===== config.mk =====
export PLATFORM = sky130hd
export DESIGN_NAME = irq_scheduler
export DESIGN_NICKNAME = d
export VERILOG_FILES = /design/src/rtl/irq_scheduler.sv
export SDC_FILE = /design/constraint.sdc
export NUM_CORES = 1
export LEC_CHECK = 0
export CORE_UTILIZATION = 45
export CTS_CLUSTER_DIAMETER = 150
export DETAILED_ROUTE_END_ITERATION = 12
export MAX_ROUTING_LAYER = met4
export PLACE_DENSITY = 0.75
export SYNTH_ARGS = -nofsm -noshare
export SYNTH_HDL_FRONTEND = slang
export SYNTH_SLANG_ARGS = --single-unit

===== constraint.sdc =====
create_clock -name clk -period 1.9 [get_ports clk]
set_clock_uncertainty 0.2 [all_clocks]
set_input_delay 0.19 -clock clk [delete_from_list [all_inputs] [get_ports clk]]
set_output_delay 0.19 -clock clk [all_outputs]
set_load 0.02 [all_outputs]

===== src/rtl/irq_scheduler.sv =====
// Purpose: edge-triggered 3-line interrupt scheduler with mask, overrun/timeout flags and bank strobe.
// Latency: edge at E0 -> pending after E0 -> eirq after E1 (unmasked, not busy).
// Backpressure: busy holds the FSM in IDLE; REQ waits for ack up to ACK_TIMEOUT cycles.
module irq_scheduler #(
    parameter int ACK_TIMEOUT = 255
) (
    input  logic       clk,
    input  logic       rst,
    input  logic [2:0] irq_in,
    input  logic       mask_wr,
    input  logic [2:0] mask_data,
    input  logic       busy,
    input  logic       ack,
    input  logic       iret,
    input  logic       ovr_clr,
    output logic       eirq,
    output logic [1:0] vector,
    output logic       inter,
    output logic       sBank,
    output logic [1:0] sAddrBank,
    output logic [2:0] pending,
    output logic [2:0] overrun,
    output logic       timeout
);

    typedef enum logic [1:0] {
        IDLE    = 2'd0,
        REQ     = 2'd1,
        SERVICE = 2'd2,
        RETURN  = 2'd3
    } state_t;

    localparam logic [7:0] TO_LIMIT = 8'(ACK_TIMEOUT);

    state_t     state_q, state_d;
    logic [2:0] prev_q, prev_d;
    logic [2:0] mask_q, mask_d;
    logic [2:0] pending_q, pending_d;
    logic [2:0] overrun_q, overrun_d;
    logic       timeout_q, timeout_d;
    logic [1:0] vector_q, vector_d;
    logic [7:0] cnt_q, cnt_d;
    logic       sbank_q, sbank_d;
    logic [1:0] saddr_q, saddr_d;

    logic [2:0] edge_w;
    logic [2:0] req_w;
    logic [2:0] clr_w;
    logic       to_set;

    // Next-state, arbitration and flag update logic
    always_comb begin
        edge_w   = irq_in & ~prev_q;
        req_w    = pending_q & ~mask_q;
        state_d  = state_q;
        vector_d = vector_q;
        cnt_d    = cnt_q;
        sbank_d  = 1'b0;
        saddr_d  = 2'd0;
        clr_w    = 3'b000;
        to_set   = 1'b0;

        case (state_q)
            IDLE: begin
                cnt_d = 8'd0;
                if ((req_w != 3'b000) && !busy) begin
                    state_d = REQ;
                    // Lowest index wins: irq1 has top priority
                    if (req_w[0])      vector_d = 2'd1;
                    else if (req_w[1]) vector_d = 2'd2;
                    else               vector_d = 2'd3;
                end
            end
            REQ: begin
                if (ack) begin
                    state_d = SERVICE;
                    cnt_d   = 8'd0;
                    sbank_d = 1'b1;
                    saddr_d = vector_q;
                    case (vector_q)
                        2'd1:    clr_w = 3'b001;
                        2'd2:    clr_w = 3'b010;
                        2'd3:    clr_w = 3'b100;
                        default: clr_w = 3'b000;
                    endcase
                end else if (cnt_q + 8'd1 == TO_LIMIT) begin
                    // Give up on this request; pending bit stays for a retry
                    state_d  = IDLE;
                    to_set   = 1'b1;
                    cnt_d    = 8'd0;
                    vector_d = 2'd0;
                end else begin
                    cnt_d = cnt_q + 8'd1;
                end
            end
            SERVICE: begin
                if (iret) begin
                    state_d  = RETURN;
                    vector_d = 2'd0;
                end
            end
            RETURN: begin
                state_d  = IDLE;
                vector_d = 2'd0;
            end
            default: begin
                state_d  = IDLE;
                vector_d = 2'd0;
            end
        endcase

        prev_d    = irq_in;
        mask_d    = mask_wr ? mask_data : mask_q;
        // A fresh edge beats the ack clear, and that case is not an overrun
        pending_d = (pending_q & ~clr_w) | edge_w;
        overrun_d = (ovr_clr ? 3'b000 : overrun_q) | (edge_w & pending_q & ~clr_w);
        timeout_d = (ovr_clr ? 1'b0 : timeout_q) | to_set;
    end

    // State registers with asynchronous reset
    always_ff @(posedge clk or posedge rst) begin
        if (rst) begin
            state_q   <= IDLE;
            prev_q    <= 3'b000;
            mask_q    <= 3'b000;
            pending_q <= 3'b000;
            overrun_q <= 3'b000;
            timeout_q <= 1'b0;
            vector_q  <= 2'd0;
            cnt_q     <= 8'd0;
            sbank_q   <= 1'b0;
            saddr_q   <= 2'd0;
        end else begin
            state_q   <= state_d;
            prev_q    <= prev_d;
            mask_q    <= mask_d;
            pending_q <= pending_d;
            overrun_q <= overrun_d;
            timeout_q <= timeout_d;
            vector_q  <= vector_d;
            cnt_q     <= cnt_d;
            sbank_q   <= sbank_d;
            saddr_q   <= saddr_d;
        end
    end

    // Outputs decode directly from state so reset clears them immediately
    always_comb begin
        eirq      = (state_q == REQ);
        inter     = (state_q == SERVICE);
        vector    = vector_q;
        sBank     = sbank_q;
        sAddrBank = saddr_q;
        pending   = pending_q;
        overrun   = overrun_q;
        timeout   = timeout_q;
    end

endmodule


# Word level (Yosys, flattened, before mapping)

Index checks and enable logic that the tools add are counted.

Add/sub/neg operators: 1
Equal/unequal tests: 12
Multiplexer cells: 26
Bitwise logic cells: 11
Reductions and logical operators: 7

Operators by type and width:

| operator              | number |
|---|---|
| $mux W2               | 10 |
| $mux W8               | 2 |
| $pmux W2 S4           | 2 |
| $pmux W8 S2           | 1 |
| $and A3 B3 Y3         | 5 |
| $mux W3               | 3 |
| $not A3 Y3            | 3 |
| $pmux W3 S3           | 1 |
| $add A8 B1 Y8 const B | 1 |
| $eq A2 B2 Y1 const B  | 4 |
| $eq A8 B8 Y1 const B  | 1 |
| $mux W1               | 7 |
| $ne A2 B2 Y1 const B  | 3 |
| $or A3 B3 Y3          | 2 |
| $eq A2 B1 Y1 const B  | 2 |
| $reduce_and A4 Y1     | 1 |
| $ne A3 B2 Y1 const B  | 1 |
| $reduce_and A3 Y1     | 1 |
| $reduce_bool A3 Y1    | 1 |
| $logic_not A2 Y1      | 1 |
| $ne A2 B1 Y1 const B  | 1 |
| $reduce_bool A2 Y1    | 1 |
| $logic_and A1 B1 Y1   | 1 |
| $logic_not A1 Y1      | 1 |
| $or A1 B1 Y1          | 1 |

Bits in registers: 28
Input port bits: 13
Word-level logic and storage cells: 67

# Logic depth before layout (Yosys ltp)

Depth in word-level cells: 7
Depth in mapped cells: 8
Depth with buffers taken out: 8

# Least setup slack after synthesis

No wires, ideal clock.

Kind: register to register
From: register cnt_q[0]
To: register cnt_q[5]
Data arrival time: 1.752 ns
Slack: -0.192 ns
Cell stages (with the launch flop): 7
Buffers on the path: 0
Period minus slack after synthesis: 2.092 ns
Cell sequence: dfrtp_1 ha_1 nand3_1 or3_1 a211o_2 o21ai_4 o311ai_2

Cells in the longest elaborated chain, start to end: 5

RTL lines:

| element                | RTL line | RTL |
|---|---|---|
| start, declared        | 42       | `logic [7:0] cnt_q, cnt_d;` |
| start signal, assigned | 141      | `cnt_q <= cnt_d;` |
| $add A8 B1 Y8 *        | 86, 93   |  |
| $eq A8 B8 Y1           | 86       | `end else if (cnt_q + 8'd1 == TO_LIMIT) begin` |
| $mux W8 *              | 86       |  |
| $mux W8 *              | 75       | `if (ack) begin` |
| $pmux W8 S2 *          | 63       | `case (state_q)` |

Mark *: on every way between the ends. The rest lies on a longest branch, timed or not.
A chain may end at the register's enable or synchronous reset.

# Final worst setup path

From: register cnt_q[1]
To: register cnt_q[5]

The elaborated chain is that of the path after synthesis.

==> metrics.txt <==
clock sink count=28; WL per Instance=13.3 um; Remaining DRCs=0; area share of the largest cell type after synthesis=54.6%; total number of nets in the final design=194; period utilization=111%; number of diodes=0; count of port buffers added during placement=26; Relative slew margins=71.2%; pin count of the biggest net entering global routing=29; fraction of final layout cells with drive strength greater than 1=27.0%; Worst Tran Pin Value=0.432 ns; number of DRC violations after detailed-routing iteration 0=24; Longest Clk Path Bufs=2; list of cells traversed by the critical path=ha_4, nand3_2, or3_4, a211o_4, o21ai_4, buf_12, o311ai_2; RSZ-0062 raised after global routing=yes; crit path capture type=flip-flop; multi-input combinational cell area=581 um2; launching element type of the critical path=flip-flop; maximum achievable frequency=473 MHz; die width=55.4 um; total of fill cells in the finished design=194; number of max-cap violations=0; Vert. Die Dim=55.4 um; required time at the worst-slack endpoint=1.92 ns; library cell with the largest summed area after synthesis=sky130_fd_sc_hd__dfrtp_1; drt pass-1 iters=4; type of the tightest min-delay check=input port to async pin; number of storage elements in the synthesis netlist=28; capture instance of the worst register-to-register path=cnt_q[5]$_DFFE_PP0P_; startpoint-to-endpoint class of the critical path=flip-flop to flip-flop; Clock Latency Late Sink=0.33 ns; count of nets left with antenna violations after detail routing=0; top cells by area in the synthesized netlist=sky130_fd_sc_hd__dfrtp_1 (55%), sky130_fd_sc_hd__nand2_1 (5.0%), sky130_fd_sc_hd__nand2b_1 (3.4%); most common cell after layout, fill and taps aside=sky130_fd_sc_hd__dfrtp_1; commonest cells after routing, fill and taps aside=sky130_fd_sc_hd__dfrtp_1 (28), sky130_fd_sc_hd__buf_4 (26), sky130_fd_sc_hd__clkdlybuf4s50_1 (24); register-to-register setup slack=-0.21 ns; CP delay by family, top=compound AO/OA/AOI/OAI gates; final-report hold violation count=13; run status=complete, but fails checks; clock slew at the register clock pins of the worst setup and hold paths=0.15 ns; root buf cell=sky130_fd_sc_hd__clkbuf_4; IO Pins=27; sequential cell area in the final layout=701 um2; number of placement rows=19; global-route wire length before repair=4920 um; average size of a mapped cell=10.4 um2; area growth from synthesis to layout=47.0%; routed vias=1084; number of CTS-inserted buffers=3; Crit path largest cell delay=0.43 ns; combined area of all synthesized cells=1280 um2; final worst slack=-0.214 ns; Final Max Tran Viols=0; Power Density=1030 nW/um2; H-tree depth reported by CTS=1; core area=2730 um2; worst path buffer plus inverter count=1; sequential cell area fraction in the yosys report=54.6%; number of antenna violations at the first check in global routing=0; violated checks=negative hold slack, negative setup slack; number of warnings reported in the yosys synthesis log=0; Die Footprint=3070 um2; hold_ws=-0.00539 ns; shortest period the worst path allows=2.11 ns; Initial Util=47.0%; final total negative setup slack=-1.67 ns; count of cells along the worst register-to-register path=7; top flip-flop cell by instance count after synthesis=sky130_fd_sc_hd__dfrtp_1; number of global-route vias before repair=1029; data arrival at the endpoint of the critical path=2.13 ns; global router's overall resource usage=21.1%; proportion of register bits with asynchronous set or reset after synthesis=100%; Syn Nets=138; Congestion Overflow GR=0; cell with the largest stage delay on the worst path=sky130_fd_sc_hd__dfrtp_1; maximum net fanout on the critical path=8; number of instances in the synthesized netlist=123; vias per std cell=5.19; Pleak=0.000828 uW; Placement Setup Slack=-0.222 ns; number of enable flip-flop cells after synthesis=0; # setup viols final=11; Synth cell types=37; peak supply drop=0.713 mV; reg2reg start=cnt_q[1]$_DFFE_PP0P_; Routed WL=2780 um; DPL Wire Length=2150 um; TritonCTS clock tree=yes; final weighted congestion in routability-driven placement=0.845
## registers in the layout (all words and copies together) (netlist names), 2 cells and up, named ones only
name / cells
prev_q: 3
pending: 3
mask_q: 3
overrun: 3
vector: 2
sAddrBank: 2
cnt_q: 8
## worst max path at each step
stage	startpoint	end	slack (ns)	depth (start not counted)
4_1_cts	cnt_q[1]$_DFFE_PP0P_	cnt_q[5]$_DFFE_PP0P_	-0.21	6
6_report	cnt_q[1]$_DFFE_PP0P_	cnt_q[5]$_DFFE_PP0P_	-0.21	7
5_1_grt	cnt_q[0]$_DFFE_PP0P_	cnt_q[4]$_DFFE_PP0P_	-0.29	7
3_5_place_dp	cnt_q[0]$_DFFE_PP0P_	cnt_q[5]$_DFFE_PP0P_	-0.22	6
2_1_floorplan	cnt_q[0]$_DFFE_PP0P_	cnt_q[5]$_DFFE_PP0P_	-0.17	6
3_3_place_gp	cnt_q[1]$_DFFE_PP0P_	vector[1]$_DFFE_PP0P_	-0.17	7
## power by group
group,leakage (uW),internal [uW],switching [uW]
clock network,0.0000279,213,178
registers,0.000351,704,85.1
logic,0.000450,379,390
## metal layers
layer / GRT usage [%] / vias to the layer above / share of wire, %
met5: - / - / 0
met4: 8.21 / 0 / 0.50
met3: 2.81 / 2 / 4.8
met2: 30.8 / 30 / 48
met1: 30.0 / 509 / 47
li1: - / 543 / -
## cell type report
cell class	instances	area share, %
multi-input cells	82	30.8
clock inverters	1	1.59
clock buffers	3	1.19
flip-flops and latches	28	37.1
inverters	11	2.19
well taps	31	2.06
repair buffers	53	25.1
## logic make-up after synthesis
family,share of synthesized area [%]
xor gates and xnor gates,2.05
adders and majority gates,1.95
AOI/OAI and AO/OA,17.3
buffers and inverters,3.80
and+or+nand+nor,17.7
muxes,2.63
DFF,54.6
## cells in the mapped netlist (2+ instances only)
cell and count:
sky130_fd_sc_hd__o2111ai_1 2, sky130_fd_sc_hd__dfrtp_1 28, sky130_fd_sc_hd__o22ai_1 4, sky130_fd_sc_hd__nand2b_1 7, sky130_fd_sc_hd__ha_1 2, sky130_fd_sc_hd__o2bb2ai_1 2, sky130_fd_sc_hd__inv_1 11, sky130_fd_sc_hd__nor2_1 5
sky130_fd_sc_hd__nand3_1 3, sky130_fd_sc_hd__nor2b_1 2, sky130_fd_sc_hd__nand4_1 2, sky130_fd_sc_hd__o21ai_0 7, sky130_fd_sc_hd__xnor2_1 2, sky130_fd_sc_hd__or3_1 2, sky130_fd_sc_hd__mux2_2 3, sky130_fd_sc_hd__nand2_1 17
sky130_fd_sc_hd__a21oi_1 2, sky130_fd_sc_hd__o311ai_1 2, sky130_fd_sc_hd__clkbuf_1 2
## per-stage QoR
| stage | instance area [um2] | instances | power [uW] | utilization, % |
|---|---|---|---|---|
| after global placement | 1780 | 203 | 1530 | 65.2 |
| after detailed placement | 1780 | 203 | 1550 | 65.2 |
| after floorplan | 1300 | 123 | 1170 | - |
| after global routing | 1890 | 209 | 2060 | 69.0 |
| final | 1890 | 209 | 1950 | 69.0 |
| after CTS | 1860 | 208 | 1940 | 68.0 |
## timing repair
action | CTS | global route
buffers inserted | 1 | 1
hold buffers | 0 | 0
setup endpoints to repair | 13 | 12
pin swaps | 3 | 4
gates resized for setup | 6 | 5
## tightest hold or removal path: stages
cell                              delay [ns]
sky130_fd_sc_hd__clkdlybuf4s50_1        0.39
sky130_fd_sc_hd__inv_1                  0.05
sky130_fd_sc_hd__buf_4                  0.32
Note: power is estimated with default switching activity, not from simulation.
